==> config.mk <==
export PLATFORM = sky130hd
export DESIGN_NAME = decode_ctrl_stage
export DESIGN_NICKNAME = d
export VERILOG_FILES = /design/src/rtl/ctrl_pkg.sv /design/src/rtl/ctrl_decode.sv /design/src/rtl/decode_ctrl_stage.sv
export SDC_FILE = /design/constraint.sdc
export NUM_CORES = 1
export LEC_CHECK = 0
export ABC_CLOCK_PERIOD_IN_PS = 4100
export BUFFER_PORTS_ARGS = -buffer_cell sky130_fd_sc_hd__buf_2
export CAP_MARGIN = 0
export CELL_PAD_IN_SITES_DETAIL_PLACEMENT = 2
export CELL_PAD_IN_SITES_GLOBAL_PLACEMENT = 2
export CORE_MARGIN = 2
export CORE_UTILIZATION = 32
export CTS_BUF_LIST = sky130_fd_sc_hd__clkbuf_16
export CTS_CLUSTER_DIAMETER = 200
export DETAILED_ROUTE_END_ITERATION = 8
export PLACE_DENSITY = 0.85
export SLEW_MARGIN = 20
export SYNTH_ARGS = -nofsm -noshare
export SYNTH_HDL_FRONTEND = slang
export SYNTH_SLANG_ARGS = --single-unit
==> constraint.sdc <==
create_clock -name clk -period 4.1 [get_ports clk]
set_clock_uncertainty 0.2 [all_clocks]
set_input_delay 0.205 -clock clk [delete_from_list [all_inputs] [get_ports clk]]
set_output_delay 0.205 -clock clk [all_outputs]
set_load 0.1 [all_outputs]
==> src/rtl/ctrl_pkg.sv <==
// +--------------------------------------------------------------------+
// | ctrl_pkg: shared opcodes, control codes and FSM encoding           |
// | Rev 1.0                                                            |
// +--------------------------------------------------------------------+
`default_nettype none

package ctrl_pkg;

    localparam logic [6:0] OPC_OP     = 7'b0110011;
    localparam logic [6:0] OPC_LOAD   = 7'b0000011;
    localparam logic [6:0] OPC_JALR   = 7'b1100111;
    localparam logic [6:0] OPC_OPIMM  = 7'b0010011;
    localparam logic [6:0] OPC_STORE  = 7'b0100011;
    localparam logic [6:0] OPC_LUI    = 7'b0110111;
    localparam logic [6:0] OPC_AUIPC  = 7'b0010111;
    localparam logic [6:0] OPC_BRANCH = 7'b1100011;
    localparam logic [6:0] OPC_JAL    = 7'b1101111;

    localparam logic [6:0] F7_BASE = 7'b0000000;
    localparam logic [6:0] F7_ALT  = 7'b0100000;
    localparam logic [6:0] F7_MEXT = 7'b0000001;

    localparam logic [2:0] ALU_RTYPE = 3'd0;
    localparam logic [2:0] ALU_LOAD  = 3'd1;
    localparam logic [2:0] ALU_JALR  = 3'd2;
    localparam logic [2:0] ALU_OPIMM = 3'd3;
    localparam logic [2:0] ALU_ADD   = 3'd4;
    localparam logic [2:0] ALU_LUI   = 3'd5;
    localparam logic [2:0] ALU_MDU   = 3'd6;

    localparam logic [2:0] IMM_I = 3'd0;
    localparam logic [2:0] IMM_S = 3'd1;
    localparam logic [2:0] IMM_U = 3'd2;
    localparam logic [2:0] IMM_B = 3'd3;
    localparam logic [2:0] IMM_J = 3'd4;

    typedef struct packed {
        logic       write_en;
        logic       mem_write;
        logic       mem_read;
        logic       branch;
        logic       jump;
        logic       pc_select;
        logic       imm_select;
        logic       jal_select;
        logic       data_mem_select;
        logic [2:0] imm_pick;
        logic [2:0] alu_op;
        logic       mdu_en;
        logic [2:0] mdu_op;
        logic       illegal;
    } ctrl_t;

    typedef enum logic [0:0] {
        ST_IDLE     = 1'b0,
        ST_MDU_BUSY = 1'b1
    } state_t;

endpackage

`default_nettype wire

==> src/rtl/ctrl_decode.sv <==
// +--------------------------------------------------------------------+
// | ctrl_decode: combinational RV32IM control decode                   |
// | Rev 1.0                                                            |
// +--------------------------------------------------------------------+
`default_nettype none

module ctrl_decode
    import ctrl_pkg::*;
(
    input  logic [6:0] opcode,
    input  logic [2:0] func3,
    input  logic [6:0] func7,
    output ctrl_t      ctrl,
    output logic       is_div
);

    logic w_legal;

    always_comb begin
        ctrl    = '0;
        is_div  = 1'b0;
        w_legal = 1'b0;
        case (opcode)
            OPC_OP: begin
                if (func7 == F7_MEXT) begin
                    // Write enable is masked by the stage until the op completes
                    ctrl.write_en = 1'b1;
                    ctrl.mdu_en   = 1'b1;
                    ctrl.mdu_op   = func3;
                    ctrl.alu_op   = ALU_MDU;
                    is_div        = func3[2];
                    w_legal       = 1'b1;
                end else if (func7 == F7_BASE ||
                             (func7 == F7_ALT && (func3 == 3'b000 || func3 == 3'b101))) begin
                    ctrl.write_en = 1'b1;
                    ctrl.alu_op   = ALU_RTYPE;
                    w_legal       = 1'b1;
                end
            end
            OPC_LOAD: begin
                if (func3 != 3'b011 && func3 != 3'b110 && func3 != 3'b111) begin
                    ctrl.write_en        = 1'b1;
                    ctrl.mem_read        = 1'b1;
                    ctrl.imm_select      = 1'b1;
                    ctrl.data_mem_select = 1'b1;
                    ctrl.imm_pick        = IMM_I;
                    ctrl.alu_op          = ALU_LOAD;
                    w_legal              = 1'b1;
                end
            end
            OPC_JALR: begin
                if (func3 == 3'b000) begin
                    ctrl.write_en   = 1'b1;
                    ctrl.jump       = 1'b1;
                    ctrl.pc_select  = 1'b1;
                    ctrl.imm_select = 1'b1;
                    ctrl.jal_select = 1'b1;
                    ctrl.imm_pick   = IMM_I;
                    ctrl.alu_op     = ALU_JALR;
                    w_legal         = 1'b1;
                end
            end
            OPC_OPIMM: begin
                // Shift-immediates carry the shift type in func7
                if ((func3 == 3'b001 && func7 == F7_BASE) ||
                    (func3 == 3'b101 && (func7 == F7_BASE || func7 == F7_ALT)) ||
                    (func3 != 3'b001 && func3 != 3'b101)) begin
                    ctrl.write_en   = 1'b1;
                    ctrl.imm_select = 1'b1;
                    ctrl.imm_pick   = IMM_I;
                    ctrl.alu_op     = ALU_OPIMM;
                    w_legal         = 1'b1;
                end
            end
            OPC_STORE: begin
                if (func3 == 3'b000 || func3 == 3'b001 || func3 == 3'b010) begin
                    ctrl.mem_write  = 1'b1;
                    ctrl.imm_select = 1'b1;
                    ctrl.imm_pick   = IMM_S;
                    ctrl.alu_op     = ALU_ADD;
                    w_legal         = 1'b1;
                end
            end
            OPC_LUI: begin
                ctrl.write_en   = 1'b1;
                ctrl.imm_select = 1'b1;
                ctrl.imm_pick   = IMM_U;
                ctrl.alu_op     = ALU_LUI;
                w_legal         = 1'b1;
            end
            OPC_AUIPC: begin
                ctrl.write_en   = 1'b1;
                ctrl.imm_select = 1'b1;
                ctrl.imm_pick   = IMM_U;
                ctrl.alu_op     = ALU_ADD;
                w_legal         = 1'b1;
            end
            OPC_BRANCH: begin
                if (func3 != 3'b010 && func3 != 3'b011) begin
                    ctrl.branch   = 1'b1;
                    ctrl.imm_pick = IMM_B;
                    ctrl.alu_op   = ALU_ADD;
                    w_legal       = 1'b1;
                end
            end
            OPC_JAL: begin
                ctrl.write_en   = 1'b1;
                ctrl.jump       = 1'b1;
                ctrl.pc_select  = 1'b1;
                ctrl.imm_select = 1'b1;
                ctrl.jal_select = 1'b1;
                ctrl.imm_pick   = IMM_J;
                ctrl.alu_op     = ALU_ADD;
                w_legal         = 1'b1;
            end
            default: begin
            end
        endcase
        if (!w_legal) begin
            ctrl         = '0;
            ctrl.illegal = 1'b1;
            is_div       = 1'b0;
        end
    end

endmodule

`default_nettype wire

==> src/rtl/decode_ctrl_stage.sv <==
// +--------------------------------------------------------------------+
// | decode_ctrl_stage: ID control register with multi-cycle MDU hold   |
// | Rev 1.0                                                            |
// +--------------------------------------------------------------------+
`default_nettype none

module decode_ctrl_stage
    import ctrl_pkg::*;
#(
    parameter int ALU_OP_W = 4,
    parameter int MUL_LAT  = 2,
    parameter int DIV_LAT  = 33
) (
    input  logic                clk,
    input  logic                resetn,
    input  logic                in_valid,
    input  logic [6:0]          opcode,
    input  logic [2:0]          func3,
    input  logic [6:0]          func7,
    input  logic                hold_in,
    input  logic                flush,
    output logic                write_en,
    output logic                mem_write,
    output logic                mem_read,
    output logic                branch,
    output logic                jump,
    output logic                pc_select,
    output logic                imm_select,
    output logic                jal_select,
    output logic                data_mem_select,
    output logic [2:0]          imm_pick,
    output logic [ALU_OP_W-1:0] alu_op,
    output logic                mdu_en,
    output logic [2:0]          mdu_op,
    output logic                out_valid,
    output logic                illegal,
    output logic                stall_out
);

    localparam int MAX_LAT = (MUL_LAT > DIV_LAT) ? MUL_LAT : DIV_LAT;
    localparam int CNT_W   = $clog2(MAX_LAT) + 1;
    localparam logic [CNT_W-1:0] C_MUL_INIT = CNT_W'(MUL_LAT - 1);
    localparam logic [CNT_W-1:0] C_DIV_INIT = CNT_W'(DIV_LAT - 1);
    localparam logic [CNT_W-1:0] C_CNT_ONE  = CNT_W'(1);

    ctrl_t              w_dec;
    logic               w_is_div;
    logic               w_counting;
    logic [CNT_W-1:0]   w_lat_init;

    state_t             r_state;
    logic [CNT_W-1:0]   r_cnt;
    ctrl_t              r_ctrl;
    logic               r_out_valid;

    ctrl_decode u_decode (
        .opcode (opcode),
        .func3  (func3),
        .func7  (func7),
        .ctrl   (w_dec),
        .is_div (w_is_div)
    );

    assign w_counting = (r_state == ST_MDU_BUSY) && (r_cnt != '0);
    assign w_lat_init = w_is_div ? C_DIV_INIT : C_MUL_INIT;
    assign stall_out  = w_counting || hold_in;

    always_ff @(posedge clk or negedge resetn) begin
        if (!resetn) begin
            r_state     <= ST_IDLE;
            r_cnt       <= '0;
            r_ctrl      <= '0;
            r_out_valid <= 1'b0;
        end else if (flush) begin
            r_state     <= ST_IDLE;
            r_cnt       <= '0;
            r_ctrl      <= '0;
            r_out_valid <= 1'b0;
        end else if (w_counting) begin
            // MDU count runs even under downstream hold; write fires on the last cycle
            r_cnt           <= r_cnt - C_CNT_ONE;
            r_ctrl.write_en <= (r_cnt == C_CNT_ONE);
        end else if (hold_in) begin
            r_state <= r_state;
        end else if (in_valid) begin
            r_ctrl      <= w_dec;
            r_out_valid <= 1'b1;
            if (w_dec.mdu_en) begin
                r_state         <= ST_MDU_BUSY;
                r_cnt           <= w_lat_init;
                r_ctrl.write_en <= (w_lat_init == '0);
            end else begin
                r_state <= ST_IDLE;
                r_cnt   <= '0;
            end
        end else begin
            r_state     <= ST_IDLE;
            r_cnt       <= '0;
            r_ctrl      <= '0;
            r_out_valid <= 1'b0;
        end
    end

    assign write_en        = r_ctrl.write_en;
    assign mem_write       = r_ctrl.mem_write;
    assign mem_read        = r_ctrl.mem_read;
    assign branch          = r_ctrl.branch;
    assign jump            = r_ctrl.jump;
    assign pc_select       = r_ctrl.pc_select;
    assign imm_select      = r_ctrl.imm_select;
    assign jal_select      = r_ctrl.jal_select;
    assign data_mem_select = r_ctrl.data_mem_select;
    assign imm_pick        = r_ctrl.imm_pick;
    assign alu_op          = ALU_OP_W'(r_ctrl.alu_op);
    assign mdu_en          = r_ctrl.mdu_en;
    assign mdu_op          = r_ctrl.mdu_op;
    assign illegal         = r_ctrl.illegal;
    assign out_valid       = r_out_valid;

endmodule

`default_nettype wire

== Word level (Yosys, flattened, before mapping) ==
Index checks and enable logic that the tools add are counted.

* Reduce and logical (&&, ||, !) cells: 24
* Equality and inequality tests: 24
* Add/sub/neg operators: 1
* Mux-type cells: 52

{| class="wikitable"
|+ Operators by type and width
! cell !! count
|-
| $mux W20 || 4
|-
| $mux W7 || 5
|-
| $eq A7 B6 Y1 const B || 4
|-
| $mux W1 || 25
|-
| $pmux W3 S8 || 1
|-
| $eq A7 B7 Y1 const B || 3
|-
| $pmux W3 S7 || 1
|-
| $mux W19 || 1
|-
| $mux W4 || 4
|-
| $eq A7 B1 Y1 const B || 2
|-
| $eq A7 B5 Y1 const B || 2
|-
| $logic_not A7 Y1 || 2
|-
| $mux W6 || 2
|-
| $pmux W1 S5 || 2
|-
| $ne A3 B3 Y1 const B || 3
|-
| $logic_and A1 B1 Y1 || 8
|-
| $logic_or A1 B1 Y1 || 8
|-
| $eq A7 B2 Y1 const B || 1
|-
| $pmux W1 S7 || 1
|-
| $reduce_bool A7 Y1 || 1
|-
| $sub A7 B1 Y7 const B || 1
|-
| $ne A3 B1 Y1 const B || 2
|-
| $ne A3 B2 Y1 const B || 2
|-
| $mux W5 || 1
|-
| other kinds (13) || 15
|}

* Input port bits: 22
* Bits in registers: 29

== Longest topological paths before layout ==
Gate-level depths: netlist of run 1.

* Depth after elaboration: 15
* Depth in mapped cells: 9

== Hierarchy ==
A second synthesis of run 1 with hierarchy kept.

* Cell total of the unflattened synthesis: 159
* Area, all modules: 1651.6 µm²

{| class="wikitable"
|+ By module, submodules not included
! module !! area an instance (µm²) !! sequential area each (µm²) !! cells an instance !! instances
|-
| decode_ctrl_stage || 1261.2 || 700.7 || 102 || 1
|-
| ctrl_decode || 390.4 || 0.0 || 57 || 1
|}

== Worst setup path after synthesis of run 1 ==
No wires, ideal clock.

* Kind: register to register
* Start point: register, netlist name mdu_en
* End point: register r_ctrl, in the netlist mdu_op[1]
* Buffers on the path: 1
* Data arrival time: 2.100 ns
* Clock period less this slack: 2.396 ns
* Setup slack: 1.704 ns
* Cell stages (with the launch flop): 6
* Data required time: 3.805 ns
* Cells stage by stage: dfrtp_1 > o21ai_2 > a21oi_1 > clkbuf_1 > nand2_1 > o31ai_1

{| class="wikitable"
|+ RTL lines
! element !! line !! RTL
|-
| end signal, assigned || decode_ctrl_stage.sv:86 || <nowiki>r_ctrl <= w_dec;</nowiki>
|-
| end, declared || decode_ctrl_stage.sv:53 || <nowiki>ctrl_t r_ctrl;</nowiki>
|}

== Final worst setup path of run 1 ==
* Start point: register r_cnt[3]
* End point: output port stall_out

* Cells in the longest elaborated chain, start to end: 3

{| class="wikitable"
|+ Ends and longest elaborated chain
! element !! line !! RTL
|-
| start, declared || decode_ctrl_stage.sv:52 || <nowiki>logic [CNT_W-1:0] r_cnt;</nowiki>
|-
| start signal, assigned || decode_ctrl_stage.sv:81 || <nowiki>r_cnt <= r_cnt - C_CNT_ONE;</nowiki>
|-
| start signal, assigned || decode_ctrl_stage.sv:90 || <nowiki>r_cnt <= w_lat_init;</nowiki>
|-
| $reduce_bool A7 Y1 || decode_ctrl_stage.sv:64 || <nowiki>assign w_counting = (r_state == ST_MDU_BUSY) && (r_cnt != '0);</nowiki>
|-
| $logic_and A1 B1 Y1 || decode_ctrl_stage.sv:64 ||
|-
| $logic_or A1 B1 Y1 || decode_ctrl_stage.sv:66 || <nowiki>assign stall_out = w_counting || hold_in;</nowiki>
|-
| end, declared || decode_ctrl_stage.sv:37 || <nowiki>output logic stall_out</nowiki>
|}

Every way passes these cells.

==> results of run 1 <==
==> synthesized netlist by cell type, types with 4 or more instances <==
cell	number	area, sq um
inv_1	6	22.5
o21ai_0	9	45.0
o21ai_2	11	96.3
dfrtp_1	25	626
nand3_1	9	45.0
clkbuf_1	4	15.0
nand3b_1	5	37.5
nor2_1	13	48.8
a21oi_1	10	50.1
nor3_1	8	40.0
nand2_1	25	93.8
buf_4	4	30.0
==> metrics by stage <==
stage | area (sq um) | setup slack (ps)
2_1_floorplan | 1620 | 1700
3_3_place_gp | 1860 | 1690
3_5_place_dp | 1860 | 1610
4_1_cts | 1950 | 1490
5_1_grt | 1950 | 1360
6_report | 1950 | 1450
==> layer usage <==
metal / part of all wire [%] / GRT usage (%) / vias up
met5: 0 / 0 / -
met4: 0.61 / 4.87 / 0
met3: 2.0 / 1.34 / 2
met2: 50 / 33.5 / 28
met1: 48 / 26.6 / 766
li1: - / - / 742
==> final timing paths <==
check / depth (start not counted) / startpoint / end / slack (ps)
hold reg to reg: 2 / branch$_DFFE_PN0P_ / branch$_DFFE_PN0P_ / 280
max in group asynchronous: 2 / resetn / alu_op[0]$_DFFE_PN0P_ / 3030
setup / recovery: 5 / r_cnt[3]$_DFFE_PN0P_ / stall_out / 1450
setup reg to reg: 6 / r_cnt[3]$_DFFE_PN0P_ / mdu_op[1]$_DFFE_PN0P_ / 1550
hold / removal: 3 / in_valid / write_en$_DFFE_PN0P_ / 70
min in group asynchronous: 2 / resetn / r_cnt[2]$_DFFE_PN0P_ / 280
==> area by class of cell <==
| cell class | count | area (sq um) | share of cell area [%] |
|---|---|---|---|
| inverters | 6 | 22.5 | 1.15 |
| well taps | 67 | 83.8 | 4.29 |
| clock buffers | 3 | 75.1 | 3.85 |
| multi-input cells | 143 | 900 | 46.1 |
| repair buffers | 46 | 240 | 12.3 |
| clock inverters | 1 | 5.00 | 0.256 |
| flip-flops and latches | 25 | 626 | 32.1 |
==> tightest hold or removal path, cell delays in order <==
cell and delay, ps:
buf_2 140, nand3b_1 90, o41ai_1 60
==> state kept, by name (all words and copies together) (netlist names), 3 cells and up <==
| signal | flops |
|---|---|
| r_cnt | 7 |
| imm_pick | 3 |
| alu_op | 3 |
| mdu_op | 3 |
==> power by group through the flow <==
stage               registers (W)  logic [W]  clock network, W
detailed placement       0.000253  0.0000720                 0
global route             0.000248  0.0000790          0.000231
global placement         0.000253  0.0000701                 0
floorplan                0.000262  0.0000325                 0
finish                   0.000248  0.0000730          0.000220
CTS                      0.000248  0.0000732          0.000222
==> logic make-up (layout without fill, tap and decap cells) <==
family,count (synthesis),after routing,synth area share (%)
adders and majority gates,3,3,2.32
other,1,1,0.231
DFF,25,25,38.6
muxes,1,1,0.618
and+or+nand+nor,90,90,31.3
AOI/OAI and AO/OA,46,46,20.0
xor gates and xnor gates,2,2,1.08
buffers and inverters,17,56,5.87
==> flow_summary.ini, run 1 <==
[cts]
clkLatencyLatePin_ps = 260
cts_root_buf = clkbuf_16
hold_buffers = 1
h-tree-depth = 1
tritoncts_num_sinks = 25
cts_setup_buffers = 0
cts.clk_slew.worst_paths_ps = 70
cts_resized = 0
numCtsBuffers = 3
clk_path_buf_depth = 2
cts_tree = yes

[synthesis]
syn_inst = 185
synthesis.nets = 210
synth-edff-count = 0
synthDistinctLibCells = 51
ys_warn_count = 0
ys_ff_latch = 25
async_reset_ff_share_pct = 100
ys.flop_type = dfrtp_1
syn_area_sq_um = 1620
synth.avg_cell_area_sq_um = 8.76
yosysSeqAreaShare_pct = 38.6

[route]
wl_mm = 5.07
wl_per_cell_um = 17.4
postRouteAntennaNets = 0
vias_per_cell = 5.29
drc = 0
vias = 1538
drt_iter0_drc = 118
firstDrtPassIters = 4

[sta]
setup_violations = 0
worst_slew_pin_slew_ps = 582
slew_headroom_pct = 61.2
rsz0062_at_grt = false
period_minus_slack_ps = 2650
slew_violations = 0
fmax_ghz = 0.378
report.final.hold_viol_count = 0
post-route-period-util_pct = 64.6
holdWs_ps = 66.0
finalSetupTns_ps = 0

[critical_path]
cp-end-kind = output pin
cp_data_arrival_time_ps = 2240
crit_type = flop to output pin
max_stage_delay_ps = 580
cp_cell_sequence = or4_4 -> o21a_1 -> nor2_1 -> inv_1 -> buf_2
critPathRequiredTime_ps = 3690
path_buf_inv = 2
path_delay_family = simple AND/OR/NAND/NOR gates
cp_slowest_cell = or4_4
cp_max_fo = 9
setup.worst_path.start_class = flop

[run_status]
outcome = complete, no violations

[placement]
dp.cells = 286
portBuffers = 43
gp_congestion = 0.793
hpwlAfterDp_mm = 3.76

[cells_and_area]
drive_gt1_share_pct = 28.6
syn2layout_area_growth_pct = 20.5
filler_cell_count = 572
final_common_cell = buf_2
diodes = 0
fin_cells = 291
nNetsFinal = 250
layout_common_cells = buf_2, nand2_1, dfrtp_1, nor2_1, o21ai_2
final_core_util_pct = 40.5

[floorplan]
dieHeight_um = 75.2
start_util_pct = 33.6
dieArea_sq_um = 5650
placeableCoreArea_sq_um = 4820
fp-row-count = 25
dieWidth_um = 75.2
pin_count = 45

[pwr]
p_clk_share_pct = 40.7
power_density_nw_per_um2 = 278
power_frac_comb_pct = 13.5
power_leakage_nw = 0.895
p_seq_share_pct = 45.8
p_total_w = 0.000542
intPower_w = 0.000399
switchingPower_w = 0.000142
ir_worst_vdd_v = 0.000149
swShare_pct = 26.3

[global_routing]
grt_pass1_vias = 1652
antenna_found_initial = 0
grt_pass1_wl_mm = 8.45
track_usage_pct = 19.4
grt_max_degree = 26
grt.overflow.total = 0

[worst_hold_path]
hold_class = input pin to flop

[run]
max_cap_violations = 0
Power figures use the tool's default switching activity.
==> inputs of run 2 (changes only) <==
ABC_AREA = 1   (was not set)
ABC_CLOCK_PERIOD_IN_PS = 2800   (was 4100)
CORE_UTILIZATION = 28   (was 32)
PLACE_DENSITY = 0.8   (was 0.85)
clock period = 2.8 ns   (was 4.1 ns; I/O delays follow)
==> run 2 against run 1 <==
Sequential share of layout area is 0.68 points lower; non-clock buffer count stayed put; highest routed layer unchanged; first-iteration DRC count is 76% lower; clock power is 44% higher.
==> flow_summary.ini, run 2 <==
[route]
vias_per_cell = 4.69
drc = 0
drt_iter0_drc = 28
postRouteAntennaNets = 0
wl_per_cell_um = 14.5
vias = 1582
wl_mm = 4.87
firstDrtPassIters = 3

[cells_and_area]
nNetsFinal = 291
top_register = r_cnt
layout_common_cells = nand2_1, buf_2, inv_1, dfrtp_1, nor2_1
final_core_util_pct = 36.0
final_common_cell = nand2_1
drive_gt1_share_pct = 24.9
largest_reg_flops = 7
syn2layout_area_growth_pct = 23.0
diodes = 0
filler_cell_count = 690

[sta]
rsz0062_at_grt = false
post-route-period-util_pct = 75.0
finalSetupTns_ps = 0
worst_slew_pin_slew_ps = 580
slew_violations = 0
period_minus_slack_ps = 2100
slew_headroom_pct = 61.4
setup_violations = 0
fmax_ghz = 0.476
report.final.hold_viol_count = 0

[run_status]
outcome = complete, no violations

[synthesis]
async_reset_ff_share_pct = 100
yosys.area.top_type = dfrtp_1
synth_top_cell_area_share_pct = 38.6
syn_area_sq_um = 1620
synth.avg_cell_area_sq_um = 7.37
ys.flop_type = dfrtp_1
yosys-top-cells-area = dfrtp_1, nand2_1, inv_1, nor2_1, nand3_1
ys_warn_count = 0
synth_common_cells = nand2_1, inv_1, dfrtp_1, nor2_1, nand3_1
yosysSeqAreaShare_pct = 38.6
synthesis.nets = 245
synth.most_common_cell = nand2_1
ys_ff_latch = 25
syn_inst = 220
synth-edff-count = 0
synthDistinctLibCells = 31

[floorplan]
dieWidth_um = 80.1
placeableCoreArea_sq_um = 5540
dieArea_sq_um = 6420
start_util_pct = 29.3
dieHeight_um = 80.1
fp-row-count = 27
pin_count = 45

[critical_path]
critPathRequiredTime_ps = 2460
cp_data_arrival_time_ps = 1760
cp-end-kind = output pin
cp_cell_sequence = inv_1 -> ha_1 -> nand2_2 -> nand2_4 -> nand2_4 -> buf_2
path_common_cell = nand2_4
r2r_start = r_cnt[0]$_DFFE_PN0P_
max_stage_delay_ps = 440
crit_type = flop to output pin
cp-startpoint = r_cnt[0]$_DFFE_PN0P_
setup.worst_path.start_class = flop
path_buf_inv = 2
cp_slowest_cell = buf_2
path_delay_family = buffers and inverters
cp_max_fo = 6

[worst_hold_path]
hp-start = func3[1]
hold_class = input pin to flop

[global_routing]
grt_pass1_vias = 1689
grt_pass1_wl_mm = 8.18
grt.overflow.total = 0
grt_max_degree = 26
track_usage_pct = 16.3
antenna_found_initial = 0

[placement]
gp_congestion = 0.722
hpwlAfterDp_mm = 3.85
portBuffers = 43

[pwr]
intPower_w = 0.000582
power_frac_comb_pct = 13.8
p_clk_share_pct = 40.1
ir_worst_vdd_v = 0.000236
power_density_nw_per_um2 = 396
swShare_pct = 26.4
power_leakage_nw = 1.16
p_seq_share_pct = 46.0
switchingPower_w = 0.000209

[cts]
h-tree-depth = 1
clk_path_buf_depth = 2
tritoncts_num_sinks = 25
cts_resized = 0
numCtsBuffers = 3
cts_tree = yes
cts.clk_slew.worst_paths_ps = 70
cts_setup_buffers = 0
clkLatencyLatePin_ps = 260
cts_root_buf = clkbuf_16

[run]
max_cap_violations = 0
==> run 2: changes by cell type after synthesis, sizes merged, moves of 5 or more <==
cell   change
nand2     +51
nand3      +6
o22ai      +6
nor3       -5
inv       +22
o21ai      -8
nor2      +14
==> run 2: path summary, 6_finish.rpt <==
check,to,slack [ps],cells after the start
max reg2reg,imm_pick[2]$_DFFE_PN0P_,900,9
min,mdu_op[1]$_DFFE_PN0P_,20,3
max,stall_out,700,6
max in group asynchronous,branch$_DFFE_PN0P_,1800,2
min reg2reg,branch$_DFFE_PN0P_,280,2
min in group asynchronous,mdu_op[1]$_DFFE_PN0P_,220,2
==> run 2: cell families (layout without fill, tap and decap cells) <==
kind of cell | after synthesis | count (layout) | synth area share [%]
other cells | 1 | 1 | 0.231
buf+inv | 34 | 79 | 9.57
xor+xnor | 3 | 3 | 1.62
compound gates | 29 | 29 | 10.5
flops | 25 | 25 | 38.6
simple gates | 125 | 125 | 37.2
fa+ha+maj | 3 | 3 | 2.32
==> run 2: power by group through the flow <==
stage	clock, W	combinational [W]	sequential (W)
floorplan	0	0.0000525	0.000384
global placement	0	0.000105	0.000371
detailed placement	0	0.000107	0.000371
CTS	0.000328	0.000111	0.000364
global route	0.000339	0.000120	0.000364
finish	0.000317	0.000109	0.000364
==> run 2: per-layer routing <==
layer	wire, um	GRT usage (%)	share of wire [%]
met1	2230	20.4	46
met2	2490	29.4	51
met3	131	2.25	2.7
met4	23	4.24	0.47
met5	0	0	0
==> run 2: final cells by class <==
type	instances	area (sq um)	area share, %
Tap cell	72	90.1	4.52
Clock inverter	1	3.75	0.188
Multi-Input combinational cell	161	841	42.2
Timing Repair Buffer	46	245	12.3
Inverter	29	114	5.71
Sequential cell	25	626	31.4
Clock buffer	3	75.1	3.76
==> run 2: per-stage QoR <==
step	hold WS, ps	area [sq um]	worst slack (ps)	cells	power [W]
after floorplan	-356	1620	578	220	0.000437
after global placement	-35.4	1890	988	330	0.000476
after detailed placement	-26.2	1890	902	330	0.000479
after CTS	25.4	1990	710	337	0.000803
after global routing	58.6	1990	620	337	0.000823
final	23.1	1990	699	337	0.000791
==> run 2: timing repair <==
action / in CTS / in global routing
hold buffers: 3 / 0
hold endpoints to repair: 29 / 0
setup endpoints to repair: 0 / 0
==> run 2: worst register-to-register path: stages, from the launching register on <==
cell and delay [ps]:
dfrtp_1 380, inv_1 120, ha_1 250, nand2_2 100, nand2_4 80, nand2_4 130
nand2_2 90, inv_2 250, nand2_1 100, o41ai_1 80
